### src/rtl/hint_evaluator.sv
// Sequential Mastermind hint scorer: latches guess/secret on start, counts exact
// matches in one pass and colour-only matches (single consumption) in a second.
module hint_evaluator #(
  parameter int MAX_PINS = 20,
  parameter int COLOR_W  = 5,
  parameter int POS_W    = 5
) (
  input  logic                        clk,
  input  logic                        rst_n,
  input  logic                        start,
  input  logic [POS_W-1:0]            pins_count,
  input  logic [MAX_PINS*COLOR_W-1:0] guess,
  input  logic [MAX_PINS*COLOR_W-1:0] secret,
  output logic                        busy,
  output logic                        done,
  output logic [POS_W-1:0]            green,
  output logic [POS_W-1:0]            yellow,
  output logic                        win
);

  typedef enum logic [1:0] {
    S_IDLE,
    S_GREEN,
    S_YELLOW,
    S_DONE
  } state_t;

  state_t               r_state;
  state_t               w_state_nxt;
  logic [POS_W-1:0]     r_idx;
  logic [POS_W-1:0]     r_n;
  logic [COLOR_W-1:0]   r_guess  [MAX_PINS];
  logic [COLOR_W-1:0]   r_secret [MAX_PINS];
  logic [MAX_PINS-1:0]  r_gmark;
  logic [MAX_PINS-1:0]  r_smark;
  logic [POS_W-1:0]     r_green_cnt;
  logic [POS_W-1:0]     r_yellow_cnt;
  logic [POS_W-1:0]     r_green;
  logic [POS_W-1:0]     r_yellow;
  logic                 r_win;

  logic [POS_W-1:0]     w_n_clamped;
  logic                 w_last;
  logic                 w_pin_match;
  logic                 w_found;
  logic                 w_take;
  logic [MAX_PINS-1:0]  w_claim;
  logic [POS_W-1:0]     w_yellow_nxt;

  assign w_n_clamped  = (pins_count > POS_W'(MAX_PINS)) ? POS_W'(MAX_PINS) : pins_count;
  assign w_last       = (r_idx == (r_n - POS_W'(1)));
  assign w_pin_match  = (r_guess[r_idx] == r_secret[r_idx]);
  assign w_take       = !r_gmark[r_idx] && w_found;
  assign w_yellow_nxt = w_take ? (r_yellow_cnt + POS_W'(1)) : r_yellow_cnt;

  // Descending scan so the last hit recorded is the lowest free matching secret pin.
  always_comb begin
    w_found = 1'b0;
    w_claim = '0;
    for (int j = MAX_PINS - 1; j >= 0; j--) begin
      if ((POS_W'(j) < r_n) && !r_smark[j] && (r_secret[j] == r_guess[r_idx])) begin
        w_found    = 1'b1;
        w_claim    = '0;
        w_claim[j] = 1'b1;
      end
    end
  end

  always_ff @(posedge clk) begin
    if (!rst_n) begin
      r_state <= S_IDLE;
    end else begin
      r_state <= w_state_nxt;
    end
  end

  always_comb begin
    w_state_nxt = r_state;
    case (r_state)
      S_IDLE:   if (start) w_state_nxt = (w_n_clamped != '0) ? S_GREEN : S_DONE;
      S_GREEN:  if (w_last) w_state_nxt = S_YELLOW;
      S_YELLOW: if (w_last) w_state_nxt = S_DONE;
      S_DONE:   w_state_nxt = S_IDLE;
      default:  w_state_nxt = S_IDLE;
    endcase
  end

  // Result registers are only written when entering DONE, so partial counts never escape.
  always_ff @(posedge clk) begin
    if (!rst_n) begin
      r_idx        <= '0;
      r_n          <= '0;
      r_gmark      <= '0;
      r_smark      <= '0;
      r_green_cnt  <= '0;
      r_yellow_cnt <= '0;
      r_green      <= '0;
      r_yellow     <= '0;
      r_win        <= 1'b0;
      for (int i = 0; i < MAX_PINS; i++) begin
        r_guess[i]  <= '0;
        r_secret[i] <= '0;
      end
    end else begin
      case (r_state)
        S_IDLE: begin
          if (start) begin
            for (int i = 0; i < MAX_PINS; i++) begin
              r_guess[i]  <= guess[i*COLOR_W +: COLOR_W];
              r_secret[i] <= secret[i*COLOR_W +: COLOR_W];
            end
            r_n          <= w_n_clamped;
            r_idx        <= '0;
            r_gmark      <= '0;
            r_smark      <= '0;
            r_green_cnt  <= '0;
            r_yellow_cnt <= '0;
            if (w_n_clamped == '0) begin
              r_green  <= '0;
              r_yellow <= '0;
              r_win    <= 1'b0;
            end
          end
        end
        S_GREEN: begin
          if (w_pin_match) begin
            r_gmark[r_idx] <= 1'b1;
            r_smark[r_idx] <= 1'b1;
            r_green_cnt    <= r_green_cnt + POS_W'(1);
          end
          r_idx <= w_last ? '0 : (r_idx + POS_W'(1));
        end
        S_YELLOW: begin
          if (w_take) begin
            r_smark      <= r_smark | w_claim;
            r_yellow_cnt <= w_yellow_nxt;
          end
          if (w_last) begin
            r_green  <= r_green_cnt;
            r_yellow <= w_yellow_nxt;
            r_win    <= (r_green_cnt == r_n) && (r_n != '0);
          end else begin
            r_idx <= r_idx + POS_W'(1);
          end
        end
        default: begin
        end
      endcase
    end
  end

  assign busy   = (r_state != S_IDLE);
  assign done   = (r_state == S_DONE);
  assign green  = r_green;
  assign yellow = r_yellow;
  assign win    = r_win;

endmodule
### config.mk
export PLATFORM = sky130hd
export DESIGN_NAME = hint_evaluator
export DESIGN_NICKNAME = d
export VERILOG_FILES = /design/src/rtl/hint_evaluator.sv
export SDC_FILE = /design/constraint.sdc
export NUM_CORES = 1
export LEC_CHECK = 0
export BUFFER_PORTS_ARGS = -buffer_cell sky130_fd_sc_hd__buf_2
export CAP_MARGIN = 0
export CORE_ASPECT_RATIO = 1.75
export CORE_MARGIN = 5
export CORE_UTILIZATION = 56
export DETAILED_ROUTE_END_ITERATION = 8
export PLACE_DENSITY = 0.82
export SLEW_MARGIN = 10
export SYNTH_ARGS = -nofsm -noshare
export SYNTH_HDL_FRONTEND = slang
export SYNTH_SLANG_ARGS = --single-unit
export TNS_END_PERCENT = 20
### constraint.sdc
create_clock -name clk -period 10.5 [get_ports clk]
set_input_delay 3.15 -clock clk [delete_from_list [all_inputs] [get_ports clk]]
set_output_delay 3.15 -clock clk [all_outputs]
set_load 0.02 [all_outputs]
Yosys cells after proc, flatten, opt, wreduce, memory -nomap -nowiden --
Memories as Yosys holds them, arrays and structs flattened. A register that Yosys moved wholly into a read port is not among the register bits. Index checks and enable logic that the tools add are counted.
Storage, ports and cells: flip-flop bits (word level) 73, RAM bits 200, input bits 208, output and inout port bits 13, word-level logic and storage cells 318, memories 2
Cells by class: add/sub/neg operators 4, magnitude comparators 23, eq/ne operators 33, muxes and demuxes 124, bitwise logic cells 43, reductions and logical operators 79
Memory list:
- r_guess | depth 20, width 5, rd ports 1, clocked after memory_dff 1, write ports 20, line 32 | logic [COLOR_W-1:0] r_guess [MAX_PINS];
- r_secret | depth 20, width 5, rd ports 21, clocked after memory_dff 1, write ports 20, line 33 | logic [COLOR_W-1:0] r_secret [MAX_PINS];
Operator list (count):
- 20-bit 2-to-1 mux | 24
- 5-bit 2-to-1 mux | 55
- 5-bit == test | 23
- 20-bit bitwise OR | 3
- 20-bit case mux with 3 select lines | 1
- 1-bit logical AND | 43
- 4-bit by 5-bit < comparator with 1-bit output, first input constant | 8
- 1-bit bitwise OR | 40
- 20-bit case mux with 2 select lines | 1
- 5-bit case mux with 2 select lines | 4
- 1-bit 2-to-1 mux | 30
- 1-bit logical NOT | 21
- 3-bit by 5-bit < comparator with 1-bit output, first input constant | 4
- 5-bit < comparator, first input constant | 4
- 5-bit by 1-bit adder with 5-bit output, second input constant | 3
- 5-bit case mux with 3 select lines | 1
- 2-bit != test, second input constant | 7
- 3-bit AND reduction | 4
- 1-bit by 5-bit < comparator with 1-bit output, first input constant | 2
- 2-bit by 5-bit < comparator with 1-bit output, first input constant | 2
- 5-bit nonzero test | 2
- 2-bit 2-to-1 mux | 4
- 2-bit case mux with 4 select lines | 1
- 4-bit AND reduction | 2
- 14 further kinds | 17

Logic depth before layout (Yosys ltp) --
depth in word-level cells 27, depth in mapped cells 18, mapped depth without buffers 13

Worst setup path after synthesis --
Ideal clock, no wire load.
path kind input -> register, from input port rst_n, to memory r_guess[0][0] (enable), library setup time 0.553 ns, arrival 7.712 ns, required time 9.947 ns, path slack 2.235 ns, stages on the path 5, buffers on the path 2, cell sequence clkbuf_1 inv_1 clkbuf_1 a21oi_1 inv_1
RTL lines:
- start, declared | line 9 | input logic rst_n,
- end, declared | line 32

==> insert_results.sql <==
INSERT INTO impl_metrics (metric_group, metric, value, unit) VALUES
('floorplan', 'fp.dieW', '134.7', 'um'),
('finish', 'post_route_cells_drive_above_1_share', '22.62', '%'),
('pwr', 'power.share.switching', '33.76', '%'),
('placement', 'dp.final_hpwl', '33610', 'um'),
('floorplan', 'die_y', '228.2', 'um'),
('pwr', 'irDropWorstVdd', '0.0001575', 'V'),
('hold_path', 'hold_start', 'yellow[4]$_SDFFE_PN0P_', ''),
('floorplan', 'core', '0.02703', 'mm^2'),
('route', 'detailedRoute.firstPassIterationCount', '5', ''),
('global_routing', 'antenna_found_initial', '0', ''),
('yosys', 'number_of_nets_in_the_synthesized_netlist', '1579', ''),
('global_routing', 'number_of_global_route_vias_before_repair', '12020', ''),
('worst_setup_path', 'path_class', 'reg -> reg', ''),
('clock_network', 'cts_hold_buffers', '0', ''),
('global_routing', 'globalRoute.totalOverflow', '0', ''),
('sta', 'post-route-worst-setup-slack', '4.348', 'ns'),
('sta', 'tightest_slew', '1.094', 'ns'),
('clock_network', 'cts_num_sinks', '278', ''),
('route', 'wire_per_inst', '23.78', 'um'),
('yosys', 'ys_ff_latch', '278', ''),
('clock_network', 'cts_tree', 'yes', ''),
('yosys', 'netlist_instances', '1357', ''),
('sta', 'max_slew_vio_count', '0', ''),
('sta', 'max_frequency', '162.5', 'MHz'),
('floorplan', 'design.die.area', '0.03074', 'mm^2'),
('floorplan', 'top_level_ports', '221', ''),
('sta', 'totalNegativeSetupSlack', '0', 'ns'),
('yosys', 'ys_dominant_reg_cell', 'sky130_fd_sc_hd__edfxtp_1', ''),
('clock_network', 'htree_num_levels', '1', ''),
('pwr', 'combinationalPowerShare', '29.2', '%'),
('run', 'drv.max_cap_violation_count', '0', ''),
('route', 'dr.first_iter.drc_count', '863', ''),
('finish', 'area_growth_syn_to_layout', '12.85', '%'),
('yosys', 'post-synth-top-area-fraction', '39.42', '%'),
('sta', 'timing_hold_violations_final', '0', ''),
('yosys', 'ys_top_cells_by_area', 'sky130_fd_sc_hd__edfxtp_1, sky130_fd_sc_hd__dfxtp_1, sky130_fd_sc_hd__and2_1, sky130_fd_sc_hd__mux4_2, sky130_fd_sc_hd__mux2i_1', ''),
('clock_network', 'cts-resized-gates', '0', ''),
('placement', 'place.gp.congestion', '1.032', ''),
('hold_path', 'holdPathEnd', 'yellow[4]$_SDFFE_PN0P_', ''),
('yosys', 'async_reset_ff_share', '0', '%'),
('pwr', 'clockPowerShare', '26.7', '%'),
('clock_network', 'clk_path_buf_depth', '3', ''),
('worst_setup_path', 'crit_path_max_fanout', '50', ''),
('sta', 'fin_worst_skew', '0.01110', 'ns'),
('floorplan', 'initial_utilization', '56.37', '%'),
('clock_network', 'post_cts.repair.setup_buffers', '0', ''),
('yosys', 'post_synth_instance_area', '0.01524', 'mm^2'),
('pwr', 'cellInternalPower', '2.322', 'mW'),
('clock_network', 'numCtsBuffers', '25', ''),
('floorplan', 'placementRows', '80', ''),
('route', 'via_count_of_the_routed_design', '11750', ''),
('global_routing', 'total_grt_usage', '28.43', '%'),
('worst_setup_path', 'timing.reg2reg.worst_path_depth', '11', ''),
('yosys', 'synth_seq_area_share', '49.67', '%'),
('run_status', 'status', 'completed', ''),
('pwr', 'p_sw', '1.184', 'mW'),
('placement', 'pre_cts_slack', '3.883', 'ns'),
('finish', 'num_antenna_cells', '0', ''),
('yosys', 'post_synth_num_cell_types', '86', ''),
('route', 'drc_violations_left', '0', ''),
('sta', 'setup_viol_count_final', '0', ''),
('clock_network', 'clkSlewWorstSetupHoldPaths', '0.07', 'ns'),
('sta', 'worst_slew_margin_rel', '27.10', '%'),
('global_routing', 'first_pass_grt_wire_length', '66970', 'um'),
('hold_path', 'number_of_stages_on_the_worst_hold_path', '2', ''),
('worst_setup_path', 'endpoint_kind', 'flip-flop', ''),
('pwr', 'total_leakage_power', '6.511', 'nW'),
('yosys', 'post_synth_edffs', '200', ''),
('route', 'routed_wl', '44490', 'um'),
('pwr', 'cellPowerDensity', '203.9', 'mW/mm^2'),
('worst_setup_path', 'timing.rr.end', 'r_smark[1]$_SDFFE_PN0P_', '');
## flip-flops by register name (all words and copies together), names as in the netlist, named ones only
| signal | count |
|---|---|
| yellow | 5 |
| r_idx | 5 |
| r_yellow_cnt | 5 |
| green | 5 |
| r_secret | 100 |
| r_gmark | 20 |
| r_guess | 100 |
| r_green_cnt | 5 |
| r_smark | 20 |
| r_state | 2 |
| win | 1 |
| r_n | 5 |
## power by group through the flow
stage | Combinational (mW) | Clock [mW] | Sequential, mW
after global routing | 1.10 | 0.991 | 1.55
final | 1.02 | 0.936 | 1.55
after detailed placement | 1.01 | 0 | 1.56
after global placement | 0.987 | 0 | 1.55
after CTS | 1.01 | 0.946 | 1.54
after floorplan | 0.748 | 0 | 1.50
## synthesized netlist by cell type (all sizes together) (6+ instances only)
cell type	number
a21boi	9
a21o	6
mux4	40
nor3	30
a22oi	12
nand3	42
a21oi	68
o31a	10
edfxtp	200
clkbuf	53
xnor2	36
a31oi	28
nand3b	14
dfxtp	78
nand2b	8
a211oi	8
nor4	21
and2	207
o2111ai	10
or4	14
nor3b	6
xor2	36
o21ai	30
nor2b	9
or3	16
o22ai	14
nor2	84
ha	14
and3	12
nand4	9
a22o	10
inv	19
nand2	55
buf	35
mux2i	49
## per-stage QoR
step                cells  total power [mW]  util, %  cell area (um^2)
finish               1871             3.506    63.62             17190
global route         1871             3.642    63.62             17190
floorplan            1357             2.250        -             15240
detailed placement   1827             2.569    60.59             16380
CTS                  1871             3.497    63.62             17190
global placement     1827             2.539    60.59             16380
## cells in the final DEF (no fill, tap or decap), types with 9 or more instances in the layout
master                      Yosys  routed
sky130_fd_sc_hd__edfxtp_1     200     200
sky130_fd_sc_hd__xor2_1        36      36
sky130_fd_sc_hd__nor4_1        18      18
sky130_fd_sc_hd__o21ai_0       20      20
sky130_fd_sc_hd__mux4_2        40      40
sky130_fd_sc_hd__buf_2         17     220
sky130_fd_sc_hd__buf_4          2      10
sky130_fd_sc_hd__and2_1       207     207
sky130_fd_sc_hd__and3_1        12      12
sky130_fd_sc_hd__or4_1         14      14
sky130_fd_sc_hd__xnor2_1       36      36
sky130_fd_sc_hd__or3_1         16      16
sky130_fd_sc_hd__clkbuf_16      0      25
sky130_fd_sc_hd__dfxtp_1       78      76
sky130_fd_sc_hd__nor3_1        22      22
sky130_fd_sc_hd__nand3_1       40      40
sky130_fd_sc_hd__nand4_1        9       9
sky130_fd_sc_hd__inv_1         19      18
sky130_fd_sc_hd__nor2b_1        9       9
sky130_fd_sc_hd__o2111ai_1      9       9
sky130_fd_sc_hd__a22o_1        10      10
sky130_fd_sc_hd__a22oi_1       12      12
sky130_fd_sc_hd__a31oi_1       28      28
sky130_fd_sc_hd__mux2i_1       49      49
sky130_fd_sc_hd__ha_1          14      14
sky130_fd_sc_hd__nand2_1       51      51
sky130_fd_sc_hd__o22ai_1       14      14
sky130_fd_sc_hd__nand3b_1      14      14
sky130_fd_sc_hd__nor2_1        84      83
sky130_fd_sc_hd__a21oi_1       68      67
sky130_fd_sc_hd__o31a_1         9       9
## cell families (layout without fill, tap and decap cells)
group / after synthesis / after routing / synth area share (%)
AO/OA/AOI/OAI: 246 / 246 / 11.23
XOR/XNOR: 72 / 72 / 4.139
adder cells (fa/ha/maj): 14 / 14 / 1.150
buffers and inverters: 109 / 295 / 3.589
flip-flops: 278 / 278 / 49.67
multiplexers: 93 / 93 / 9.428
AND/OR/NAND/NOR: 545 / 545 / 20.79
## per-layer routing
metal	part of all wire (%)	global-route usage, %
met5	0	0
met4	9.2	21.72
met3	6.6	3.990
met2	52	51.08
met1	32	29.12
## area by class of cell
class / count / area, um^2 / area share [%]
clock inverters: 12 / 166.4 / 0.9678
flip-flops and latches: 278 / 7572 / 44.04
repair buffers: 230 / 1176 / 6.840
multi-input cells: 970 / 7133 / 41.49
clock buffers: 32 / 651.9 / 3.791
well taps: 328 / 410.4 / 2.387
inverters: 21 / 83.83 / 0.4876
## worst max-delay path by stage
stage	from	to	slack (ns)
after floorplan	rst_n	r_guess[0][0]$_SDFFCE_PN0P_	2.23
after global placement	rst_n	r_secret[16][0]$_SDFFCE_PN0P_	4.05
after detailed placement	rst_n	r_secret[16][1]$_SDFFCE_PN0P_	3.88
after CTS	flip-flop	r_smark[1]$_SDFFE_PN0P_	4.38
after global routing	flip-flop	r_smark[10]$_SDFFE_PN0P_	3.90
final	flip-flop	r_smark[1]$_SDFFE_PN0P_	4.35
## worst max-delay path, stage by stage, from the launching register on
cell and delay (ns):
sky130_fd_sc_hd__dfxtp_4 0.56, sky130_fd_sc_hd__buf_4 0.69, sky130_fd_sc_hd__mux4_2 0.52, sky130_fd_sc_hd__and2_1 0.37, sky130_fd_sc_hd__nor3_4 0.81, sky130_fd_sc_hd__xnor2_1 0.12
sky130_fd_sc_hd__nor4b_1 0.73, sky130_fd_sc_hd__a2111oi_4 0.19, sky130_fd_sc_hd__and3_1 0.23, sky130_fd_sc_hd__a21oi_2 0.79, sky130_fd_sc_hd__a21o_1 0.78, sky130_fd_sc_hd__nor2_1 0.12
Power figures use the tool's default switching activity.
